`src/rtl/sram_port_arbiter_pkg.sv`:
```
// Shared constants for the instruction/data SRAM port arbiter.
// Latency: n/a (types, constants and a helper function only).
// Backpressure: n/a.
package sram_port_arbiter_pkg;

    // Data path width for addresses, read data and write data
    localparam int WORD_W = 32;

    // Default number of back-to-back data grants tolerated while a fetch waits
    localparam int STARVE_LIMIT_DEF = 2;

    // Arbiter state encoding
    typedef enum logic [2:0] {
        ST_IDLE    = 3'd0,
        ST_ISSUE_I = 3'd1,
        ST_RESP_I  = 3'd2,
        ST_ISSUE_D = 3'd3,
        ST_RESP_D  = 3'd4
    } state_t;

    // The SRAM is word addressed on byte addresses: drop the byte offset
    function automatic logic [WORD_W-1:0] word_align(input logic [WORD_W-1:0] a);
        return {a[WORD_W-1:2], 2'b00};
    endfunction

endpackage

```
`src/rtl/sram_port_arbiter_grant_counter.sv`:
```
// Free-running 32-bit event counter with synchronous clear and increment enable.
// Latency: count reflects an increment one cycle after i_inc is sampled.
// Backpressure: none; wraps from all-ones to zero.
module grant_counter
    import sram_port_arbiter_pkg::*;
(
    input  logic              clk,
    input  logic              i_clr,
    input  logic              i_inc,
    output logic [WORD_W-1:0] o_cnt
);

    logic [WORD_W-1:0] r_cnt;

    // Clear has priority; otherwise count enabled events with natural wrap
    always_ff @(posedge clk) begin
        if (i_clr) begin
            r_cnt <= '0;
        end else if (i_inc) begin
            r_cnt <= r_cnt + WORD_W'(1);
        end
    end

    assign o_cnt = r_cnt;

endmodule

```
`src/rtl/sram_port_arbiter.sv`:
```
// Shares one single-port SRAM between an instruction-fetch port and a data port.
// Latency: request seen in IDLE is issued next cycle and acked the cycle after (2 cycles).
// Backpressure: requesters hold req until ack; data has priority with a starvation cap for fetch.
module sram_port_arbiter
    import sram_port_arbiter_pkg::*;
#(
    parameter int STARVE_LIMIT = STARVE_LIMIT_DEF
) (
    input  logic              clk,
    input  logic              rst,
    input  logic              inst_req,
    input  logic [WORD_W-1:0] inst_addr,
    output logic              inst_ack,
    output logic [WORD_W-1:0] inst_rdata,
    input  logic              data_req,
    input  logic [3:0]        data_wen,
    input  logic [WORD_W-1:0] data_addr,
    input  logic [WORD_W-1:0] data_wdata,
    output logic              data_ack,
    output logic [WORD_W-1:0] data_rdata,
    output logic              sram_en,
    output logic [3:0]        sram_wen,
    output logic [WORD_W-1:0] sram_addr,
    output logic [WORD_W-1:0] sram_wdata,
    input  logic [WORD_W-1:0] sram_rdata,
    output logic [WORD_W-1:0] inst_grant_cnt,
    output logic [WORD_W-1:0] data_grant_cnt
);

    localparam logic [1:0] LIM = 2'(STARVE_LIMIT);

    state_t     r_state;
    state_t     w_state_nxt;
    logic [1:0] r_starve_cnt;
    logic       w_inst_elig;
    logic       w_data_elig;
    logic       w_enter_i;
    logic       w_enter_d;

    // State register; reset abandons any access in flight without an ack
    always_ff @(posedge clk) begin
        if (rst) begin
            r_state <= ST_IDLE;
        end else begin
            r_state <= w_state_nxt;
        end
    end

    // Next state: an issue always turns into its response; otherwise arbitrate.
    // The port being acked this cycle is still holding req, so it is not eligible.
    always_comb begin
        w_inst_elig = inst_req && (r_state != ST_RESP_I);
        w_data_elig = data_req && (r_state != ST_RESP_D);
        w_state_nxt = ST_IDLE;
        case (r_state)
            ST_ISSUE_I: w_state_nxt = ST_RESP_I;
            ST_ISSUE_D: w_state_nxt = ST_RESP_D;
            default: begin
                if (w_inst_elig && (!w_data_elig || (r_starve_cnt == LIM))) begin
                    w_state_nxt = ST_ISSUE_I;
                end else if (w_data_elig) begin
                    w_state_nxt = ST_ISSUE_D;
                end else begin
                    w_state_nxt = ST_IDLE;
                end
            end
        endcase
    end

    assign w_enter_i = (w_state_nxt == ST_ISSUE_I);
    assign w_enter_d = (w_state_nxt == ST_ISSUE_D);

    // Count data grants taken while a fetch is waiting; a fetch grant resets it
    always_ff @(posedge clk) begin
        if (rst) begin
            r_starve_cnt <= 2'd0;
        end else if (w_enter_i) begin
            r_starve_cnt <= 2'd0;
        end else if (w_enter_d && inst_req && (r_starve_cnt != LIM)) begin
            r_starve_cnt <= r_starve_cnt + 2'd1;
        end
    end

    // Outputs decoded from state; read data is steered straight from the SRAM
    always_comb begin
        sram_en    = 1'b0;
        sram_wen   = 4'd0;
        sram_addr  = '0;
        sram_wdata = '0;
        inst_ack   = 1'b0;
        inst_rdata = '0;
        data_ack   = 1'b0;
        data_rdata = '0;
        case (r_state)
            ST_ISSUE_I: begin
                sram_en   = 1'b1;
                sram_addr = word_align(inst_addr);
            end
            ST_ISSUE_D: begin
                sram_en    = 1'b1;
                sram_wen   = data_wen;
                sram_addr  = word_align(data_addr);
                sram_wdata = data_wdata;
            end
            ST_RESP_I: begin
                inst_ack   = 1'b1;
                inst_rdata = sram_rdata;
            end
            ST_RESP_D: begin
                data_ack   = 1'b1;
                data_rdata = sram_rdata;
            end
            default: ;
        endcase
    end

    grant_counter u_inst_cnt (
        .clk   (clk),
        .i_clr (rst),
        .i_inc (r_state == ST_RESP_I),
        .o_cnt (inst_grant_cnt)
    );

    grant_counter u_data_cnt (
        .clk   (clk),
        .i_clr (rst),
        .i_inc (r_state == ST_RESP_D),
        .o_cnt (data_grant_cnt)
    );

endmodule

```
`config.mk`:
```
export PLATFORM = sky130hd
export DESIGN_NAME = sram_port_arbiter
export DESIGN_NICKNAME = d
export VERILOG_FILES = /design/src/rtl/sram_port_arbiter_pkg.sv /design/src/rtl/sram_port_arbiter_grant_counter.sv /design/src/rtl/sram_port_arbiter.sv
export SDC_FILE = /design/constraint.sdc
export NUM_CORES = 1
export LEC_CHECK = 0
export CELL_PAD_IN_SITES_DETAIL_PLACEMENT = 0
export CELL_PAD_IN_SITES_GLOBAL_PLACEMENT = 2
export CORE_MARGIN = 4
export CORE_UTILIZATION = 17
export CTS_CLUSTER_DIAMETER = 50
export DETAILED_ROUTE_END_ITERATION = 10
export PLACE_DENSITY = 0.87
export SYNTH_ARGS = -nofsm -noshare
export SYNTH_HDL_FRONTEND = slang
export SYNTH_SLANG_ARGS = --single-unit
```
`constraint.sdc`:
```
create_clock -name clk -period 1.7 [get_ports clk]
set_input_delay 0.34 -clock clk [delete_from_list [all_inputs] [get_ports clk]]
set_output_delay 0.34 -clock clk [all_outputs]
set_load 0.05 [all_outputs]
```
==> impl_metrics.json, run 1 <==
{
  "std_cell_rows": 58,
  "dieArea_sq_um": 28870,
  "final.setup.tns_ns": -17.77,
  "cp-start-kind": "flop",
  "period_needed_ns": 1.877,
  "power.density_nw_per_um2": 549.0,
  "yosysSeqAreaShare": 0.3099,
  "grt.overflow.total": 0,
  "via_per_inst": 4.256,
  "post-place-ws_ns": 0.005929,
  "synth_top_area_frac": 0.3099,
  "clk_latency_ns": 0.34,
  "initial_core_util": 0.1750,
  "final_util": 0.4157,
  "grt_max_degree": 33,
  "grt_usage": 0.1341,
  "final_net_count": 1093,
  "port_buffers": 328,
  "leakage_nw": 4.389,
  "ys_top_cells_by_area": "dfxtp_1 (31%), and2_1 (9.5%), nor2_1 (8.2%)",
  "hold_path_class": "input port to flop",
  "fin_skew_ns": 0.008551,
  "cp_max_fo": 11,
  "crit_type": "flop to primary output",
  "place_congestion": 0.7860,
  "status": "complete, but fails checks",
  "htree_levels": 3,
  "yosysUniqueCellTypes": 46,
  "syn2layout_area_growth_pct": 137.6,
  "worstPathArrival_ns": 1.54,
  "cpMostUsedCell": "buf_12",
  "violations": "negative setup slack",
  "cts_tree": "built",
  "ys_warn_count": 0,
  "cpPeakStageDelay_ns": 0.39,
  "wl_per_cell_microns": 16.34,
  "slowest_stage": "dfxtp_4",
  "drv_slew": 0,
  "cts_hold_buf": 0,
  "power.total_mw": 5.813,
  "fmax_ghz": 0.5329,
  "grt_pass1_vias": 5648,
  "irDropWorstVdd_mv": 0.4540,
  "ys.flop_type": "dfxtp_1",
  "drive_above_1_share": 0.5506,
  "fillers": 2494,
  "cts_buffer_depth": 2,
  "avgSynthCellArea_sq_um": 7.874,
  "maxCapViolCount": 0,
  "hpwl_mm": 15.97,
  "fp.dieH_microns": 169.9,
  "cp-end-kind": "primary output",
  "ys_ff_latch": 69,
  "synth_edf_count": 0,
  "wirelength_mm": 21.06,
  "cts_buffers": 9,
  "syn_inst": 566,
  "worstPathCellList": "nor3b_4 -> buf_6 -> buf_12 -> and2_4 -> buf_12",
  "drcViolationCount": 0,
  "critical_path_required_ns": 1.36,
  "rsz0062_at_grt": "true",
  "grt_pass1_wl_mm": 30.76,
  "setup_viol": 134,
  "antenna_found_initial": 0,
  "drt_iter0_markers": 161,
  "clk_pin_slew_worst_paths_ns": 0.06,
  "detail-route-antenna-nets": 0,
  "first_pass_iters": 6,
  "synth_area_sq_um": 4457,
  "synth-async-reset-ratio": 0,
  "yosysTopAreaCell": "dfxtp_1",
  "finalHoldViolations": 0,
  "cts_sinks": 69,
  "via_count": 5486,
  "fin_crit_sh": 1.104,
  "clock-root-buffer": "clkbuf_16",
  "final.setup.worst_slack_ns": -0.1766,
  "io_pins": 335,
  "core_area_sq_um": 25470,
  "die_w_microns": 169.9,
  "antenna_cells": 0
}
## synth_stat cells (2+ instances only)
cell type  instances
nor2_1            97
dfxtp_1           69
and2_1            68
and3_1            45
xor2_1            40
mux2i_1           31
nand3_1           29
nand4_1           25
clkbuf_1          24
nand2_1           23
xnor2_1           14
a21oi_1           12
buf_2             10
and4_1             7
nor4_1             7
o21ai_0            7
inv_1              5
nor3_1             5
or3_1              5
nand2b_1           4
buf_4              3
ha_1               3
nor3b_1            3
a21o_1             2
buf_1              2
nand3_2            2
nand4_2            2
nor2_2             2
nor3_2             2
nor4_2             2
## flip-flops by register name (all words and copies together) (netlist names)
| name | count |
|---|---|
| r_starve_cnt | 2 |
| u_inst_cnt.o_cnt | 32 |
| r_state | 3 |
| u_data_cnt.o_cnt | 32 |
## per-layer routing
layer  share of wire  vias to the layer above  wire length [microns]  GRT usage
met1            0.39                     2554                   8153     0.1551
met4           0.021                        0                    435    0.04688
met3           0.069                       27                   1444    0.03856
li1                -                     2714                      -          -
met2            0.52                      191                  11030     0.2367
met5               0                        -                      0          0
## cell usage in the layout, fill, tap and decap left out, drive strengths merged, types with 2 or more instances in the layout
master / count
a21o: 2
a21oi: 12
and2: 68
and3: 45
and4: 7
buf: 282
bufinv: 2
clkbuf: 13
clkdlybuf4s50: 130
clkinv: 3
conb: 2
dfxtp: 69
ha: 3
inv: 7
mux2i: 31
nand2: 24
nand2b: 4
nand3: 32
nand4: 28
nor2: 100
nor3: 7
nor3b: 4
nor4: 10
o21ai: 7
or2: 2
or3: 5
xnor2: 14
xor2: 40
## cells by family (layout without fill, tap and decap cells)
family / count (synthesis) / after routing / synth area share
AND/OR/NAND/NOR: 337 / 337 / 0.4256
flip-flops: 69 / 69 / 0.3099
XOR/XNOR: 54 / 54 / 0.1061
buffers and inverters: 46 / 438 / 0.04632
multiplexers: 31 / 31 / 0.06962
AO/OA/AOI/OAI: 25 / 25 / 0.03313
adder cells (fa/ha/maj): 3 / 3 / 0.008423
other: 1 / 2 / 0.0008414
## timing repair
action,4_1_cts,5_1_grt
setup endpoints to repair,134,158
pin swaps,28,31
buffers inserted,9,4
resized for setup,112,62
hold endpoints to repair,0,0
cloned,6,4
## path summary, 6_finish.rpt
path                                    start                                end  slack (ns)  cells past startpoint
max                     r_state[1]$_SDFF_PP0_                     inst_rdata[20]       -0.18                      5
min                                       rst  u_data_cnt.o_cnt[30]$_SDFFE_PP0N_        0.28                      2
max reg2reg             r_state[0]$_SDFF_PP0_  u_data_cnt.o_cnt[25]$_SDFFE_PP0N_       -0.14                      7
min reg2reg  u_data_cnt.o_cnt[1]$_SDFFE_PP0N_   u_data_cnt.o_cnt[1]$_SDFFE_PP0N_        0.48                      2
## stage by stage
stage	cells	instance area (sq um)	hold slack, ns
after global placement	1251	9260	0.4662
final	1289	10590	0.2783
after detailed placement	1251	9260	0.4742
after floorplan	567	4861	0.4761
after CTS	1282	10200	0.2763
after global routing	1289	10590	0.2959
## worst max-delay path, delay by kind of cell, from the launching register on
family / cells / cell delay [ns]
flip-flops: 1 / 0.39
buffers and inverters: 3 / 0.42
AND/OR/NAND/NOR: 2 / 0.38
## report_power, final
part           internal [mW]  switching (mW)
logic                   1.00            1.00
clock network           1.38           0.775
registers               1.63          0.0215
## area by class of cell
class | instances | area [sq um] | share of cell area
inverter | 6 | 47.55 | 0.004490
clock inverter | 6 | 88.84 | 0.008389
sequential | 69 | 1464 | 0.1382
tap | 330 | 412.9 | 0.03899
clock buffer | 10 | 250.2 | 0.02363
multi-input combinational | 452 | 3431 | 0.3240
timing repair buffer | 416 | 4895 | 0.4622
No activity file was read; power rests on OpenSTA's default activity.
==> run 2: changes to the inputs <==
- SLEW_MARGIN: unset -> 10
==> results of run 2 <==
Same layout as run 1: the final DEF is identical, and so are final timing and power.
